$ cat src/rtl/perf_snapshot_streamer.sv
// Snapshot streamer: captures every counter of the perf bank on the same edge
// and streams them out one word per counter, as absolute values or deltas.

module perf_snap_lane #(
  parameter int W = 32
) (
  input  logic         clk,
  input  logic         rst,
  input  logic         capture,
  input  logic [W-1:0] count,
  input  logic         delta_mode,
  output logic [W-1:0] word
);
  logic [W-1:0] snap;
  logic [W-1:0] prev_snap;

  always_ff @(posedge clk or posedge rst) begin
    if (rst) begin
      snap      <= '0;
      prev_snap <= '0;
    end else if (capture) begin
      prev_snap <= snap;
      snap      <= count;
    end
  end

  // Modular subtraction gives the correct delta across counter wrap.
  assign word = delta_mode ? (snap - prev_snap) : snap;
endmodule

module perf_snapshot_streamer #(
  parameter int COUNTER_WIDTH  = 32,
  parameter int COUNTER_COUNT  = 8,
  parameter int INTERVAL_WIDTH = 16,
  parameter int IDX_WIDTH      = $clog2(COUNTER_COUNT)
) (
  input  logic                                   clk,
  input  logic                                   rst,
  input  logic [COUNTER_COUNT*COUNTER_WIDTH-1:0] all_counts,
  input  logic                                   sample_en,
  input  logic [INTERVAL_WIDTH-1:0]              interval,
  input  logic                                   trigger,
  input  logic                                   delta_mode,
  output logic                                   out_valid,
  input  logic                                   out_ready,
  output logic [COUNTER_WIDTH-1:0]               out_data,
  output logic [IDX_WIDTH-1:0]                   out_index,
  output logic                                   out_last,
  output logic                                   busy,
  output logic [7:0]                             overrun_count
);
  localparam logic [IDX_WIDTH-1:0] LAST_IDX = IDX_WIDTH'(COUNTER_COUNT - 1);

  typedef enum logic {IDLE, STREAM} state_t;

  state_t                    state, state_d;
  logic [IDX_WIDTH-1:0]      idx, idx_d;
  logic [7:0]                ovr, ovr_d;
  logic [INTERVAL_WIDTH-1:0] timer;
  logic                      timer_on, tick, req, capture;

  logic [COUNTER_COUNT-1:0][COUNTER_WIDTH-1:0] lane_word;

  // Interval timer runs in every state so the sample period stays regular.
  assign timer_on = sample_en && (interval != '0);
  assign tick     = timer_on && (timer == interval - INTERVAL_WIDTH'(1));
  assign req      = tick || trigger;

  always_ff @(posedge clk or posedge rst) begin
    if (rst)                 timer <= '0;
    else if (!timer_on || tick) timer <= '0;
    else                     timer <= timer + INTERVAL_WIDTH'(1);
  end

  genvar g;
  generate
    for (g = 0; g < COUNTER_COUNT; g++) begin : g_lane
      perf_snap_lane #(.W(COUNTER_WIDTH)) u_lane (
        .clk        (clk),
        .rst        (rst),
        .capture    (capture),
        .count      (all_counts[g*COUNTER_WIDTH +: COUNTER_WIDTH]),
        .delta_mode (delta_mode),
        .word       (lane_word[g])
      );
    end
  endgenerate

  always_ff @(posedge clk or posedge rst) begin
    if (rst) begin
      state <= IDLE;
      idx   <= '0;
      ovr   <= '0;
    end else begin
      state <= state_d;
      idx   <= idx_d;
      ovr   <= ovr_d;
    end
  end

  always_comb begin
    state_d = state;
    idx_d   = idx;
    ovr_d   = ovr;
    capture = 1'b0;
    case (state)
      IDLE: begin
        if (req) begin
          capture = 1'b1;
          state_d = STREAM;
          idx_d   = '0;
        end
      end
      STREAM: begin
        // Requests arriving mid-stream (including on the final transfer) are dropped.
        if (req && ovr != 8'hFF) ovr_d = ovr + 8'd1;
        if (out_ready) begin
          if (idx == LAST_IDX) begin
            state_d = IDLE;
            idx_d   = '0;
          end else begin
            idx_d = idx + IDX_WIDTH'(1);
          end
        end
      end
      default: state_d = IDLE;
    endcase
  end

  assign busy          = (state == STREAM);
  assign out_valid     = busy;
  assign out_index     = idx;
  assign out_last      = busy && (idx == LAST_IDX);
  assign out_data      = lane_word[idx];
  assign overrun_count = ovr;
endmodule

$ cat config.mk
export PLATFORM = sky130hd
export DESIGN_NAME = perf_snapshot_streamer
export DESIGN_NICKNAME = d
export VERILOG_FILES = /design/src/rtl/perf_snapshot_streamer.sv
export SDC_FILE = /design/constraint.sdc
export NUM_CORES = 2
export LEC_CHECK = 0
export CAP_MARGIN = 20
export CORE_MARGIN = 3
export CORE_UTILIZATION = 44
export DETAILED_ROUTE_END_ITERATION = 8
export PLACE_DENSITY = 0.66
export SLEW_MARGIN = 20
export SYNTH_ARGS = -nofsm -noshare
export SYNTH_HDL_FRONTEND = slang
export SYNTH_SLANG_ARGS = --single-unit
$ cat constraint.sdc
create_clock -name clk -period 19.5 [get_ports clk]
set_clock_uncertainty 0.15 [all_clocks]
set_input_delay 3.9 -clock clk [delete_from_list [all_inputs] [get_ports clk]]
set_output_delay 3.9 -clock clk [all_outputs]
set_load 0.05 [all_outputs]
==> metrics.md <==
| Metric | Value |
|---|---|
| Residual DRC | 0 |
| Die area | ~0.090 mm² |
| H-tree levels | 3 |
| Fill count | just under 8,000 |
| Setup TNS | 0 ps |
| Drt total wl | 128,000 µm |
| CTS tree | done |
| Sequential area share after synthesis | between 30% and 40% |
| Area leader, netlist | dfrtp_1 |
| Die Ht | roughly 300 µm |
| GP Congestion | between 0.9 and 1 |
| Hold depth | 1 |
| HPWL after DPL | between 90,000 and 100,000 µm |
| Gr usage total | 28.0% |
| CTS max path bufs | 3 |
| Root Buffer | clkbuf_16 |
| Area Overhead vs Synth | 16.2% |
| 1st-iter DRT viols | about 3,100 |
| Gate Count Post-Synth | 4,002 |
| Crit Reg-Reg Startpoint | timer[4] |
| Post-synthesis mux area share | 14.5% |
| Startpoint Class | primary input |
| First-pass GRT wire length | between 150,000 and 200,000 µm |
| Port buffer count | between 300 and 400 |
| CP Class | in2out |
| Worst min path class | reg2reg |
| IO Pins | ~320 |
| Critical R2R Capture | g_lane[4].u_lane.snap[29] |
| Synth Area in Adders | ~9% |
| Share of flip-flops with an asynchronous set or reset | 100% |
| Critical path required time | approximately 15,000 ps |
| Status | completed |
| Layout Nets | 4,789 |
| Yosys warning total | 0 |
| Combinational family with the most area after synthesis | compound AO/OA/AOI/OAI gates |
| Simple-gate share of the synthesized area | 11.4% |
| Final worst-path cycle share | 58.4% |
| Sink Count | 540 |
| Synth unique cells | slightly below 90 |
| Post-CTS setup buffers | 0 |
| Worst-path fanout max | 59 |
| Compound-cell area share of the yosys netlist | between 10% and 20% |
| Final hold slack | 338 ps |
| Mean area per synthesized cell | between 9 and 10 µm² |
| Post-Synth XOR/XNOR Area | between 5 and 6% |
| Max Fclk | 87.7 MHz |
| Reg2Reg Setup Slack | 14,470 ps |
| Hold Path End | overrun_count[7] |
| Post_cts resized | 0 |
| GRT Residual Overflow | 0 |
| Register cell area after layout | around 0.014 mm² |
| Largest net degree at the start of global routing | a little over 200 |
| Synth top area cells | dfrtp_1 36%, ha_1 8.4%, mux2_1 5.1%, o21ai_0 4.7%, mux4_2 4.6% |
| # rows | between 100 and 150 |
| Antenna violations before repair | 7 |
| Final ANT Viol Nets | 0 |
| Final Hold Fails | 0 |
| Max_slew headroom | between 10% and 20% |
| Area of the multi-input gates | around 0.022 mm² |
| Unrepaired setup endpoints after global routing | false |
| Least-Margin Pin Slew | about 1200 ps |
| Post-synth EDFFs | 0 |
| Drt pass-1 iters | 6 |
| Top cell type's share of synthesized area | a little over a third |
| Worst Setup End Kind | output port |
| Seq cells post-synth | 540 |
| Final Critical Period | 11,400 ps |
| Share of cells above drive strength 1 | between 7 and 8% |
| Core footprint | approximately 0.084 mm² |
| Worst Reg-to-Reg Cells | 12 |
| Die Wd | between 200 and 300 µm |
| Worst-path clk slew | approximately 50 ps |
| Final setup fails | 0 |
| Post-CTS Hold Buffers | 0 |
| Max-cap viol count | 0 |
| CP Data Arrival Time | 7350 ps |
| Avg Vias per Cell | 5.86 |
| Min-delay src | overrun_count[7] |
| Commonest non-fill, non-tap cell in the layout | dfrtp_1 |
| Mapped Area | between 0.03 and 0.04 mm² |
| Commonest non-fill, non-tap cells in the layout | 537 x dfrtp_1, 440 x nand2_1, 356 x o21ai_0 |
| Post-Syn Nets | ~4,500 |
| Number of global-route vias before repair | 30,430 |
| Initial Util | about 45% |
| Ys flop type | dfrtp_1 |
| Via count | around 32,000 |
| Routed WL per cell | ~24 µm |
| Slew Limit Fails | 0 |
| Clock Latency Late Sink | just over 600 ps |
| CTS buffer count | 67 |
-- state kept, by name, summed over array words and instances (netlist names) --
| register | flops |
|---|---|
| busy | 1 |
| g_lane.u_lane.prev_snap | 256 |
| timer | 16 |
| g_lane.u_lane.snap | 256 |
| out_index | 3 |
| overrun_count | 8 |
-- worst max-delay path by stage --
stage,end,from,depth (start not counted),slack (ps)
2_1_floorplan,busy,rst,1,360
3_3_place_gp,out_data[19],delta_mode,7,8090
3_5_place_dp,out_data[19],delta_mode,7,8040
4_1_cts,out_data[19],delta_mode,7,8040
5_1_grt,out_data[28],delta_mode,10,7950
6_report,out_data[28],delta_mode,10,8100
-- worst max-delay path: stages --
cell and delay [ps]:
buf_6 420, inv_1 80, buf_4 320, nor2_1 510, buf_4 290, nand3_1 90
nor2_1 110, a211oi_1 60, o32ai_1 550, clkdlybuf4s50_1 920
-- synthesized netlist by cell type (33+ instances only) --
master,instances
a211oi_1,49
a21o_1,94
a21oi_1,231
a31oi_1,38
clkbuf_1,108
dfrtp_1,540
ha_1,254
inv_1,317
mux2_1,172
mux2_4,90
mux2i_1,38
mux4_2,77
nand2_1,440
nand3_1,70
nor2_1,199
nor2b_1,33
nor3_1,54
o21ai_0,356
o21ai_1,71
xnor2_1,139
xor2_1,99
-- cell type report --
cell class                      instances  share of cell area [%]
Antenna cell                            2                  0.0114
Clock buffer                           91                    4.27
Clock inverter                         27                   0.608
Inverter                              320                    2.75
Multi-Input combinational cell       2974                    50.6
Sequential cell                       540                    30.7
Tap cell                             1134                    3.22
Timing Repair Buffer                  346                    7.86
-- cell families after synthesis --
logic type	count (synthesis)
xor gates and xnor gates	238
and+or+nand+nor	958
adders and majority gates	262
DFF	540
AOI/OAI and AO/OA	1131
buffers and inverters	488
muxes	385
-- stage by stage --
| stage | std cells | utilization [%] | area [µm²] | setup slack [ps] |
|---|---|---|---|---|
| after CTS | 5432 | 52.1 | 44000 | 8040 |
| final | 5434 | 52.1 | 44000 | 8100 |
| after floorplan | 4002 | - | 37900 | 356 |
| after global placement | 5314 | 49.6 | 41900 | 8090 |
| after detailed placement | 5314 | 49.6 | 41900 | 8040 |
| after global routing | 5432 | 52.1 | 44000 | 7950 |
-- routing by layer --
| metal | vias to the layer above | track usage (%) | routed length (µm) |
|---|---|---|---|
| met5 | - | 0 | 21 |
| met4 | 4 | 9.74 | 4740 |
| met3 | 231 | 4.69 | 9500 |
| met2 | 1171 | 43.9 | 57200 |
| met1 | 15538 | 39.2 | 56800 |
| li1 | 14894 | - | - |
Power is not shown: default switching activity piles up to over one toggle a cycle in this logic, so the estimate is an artifact.
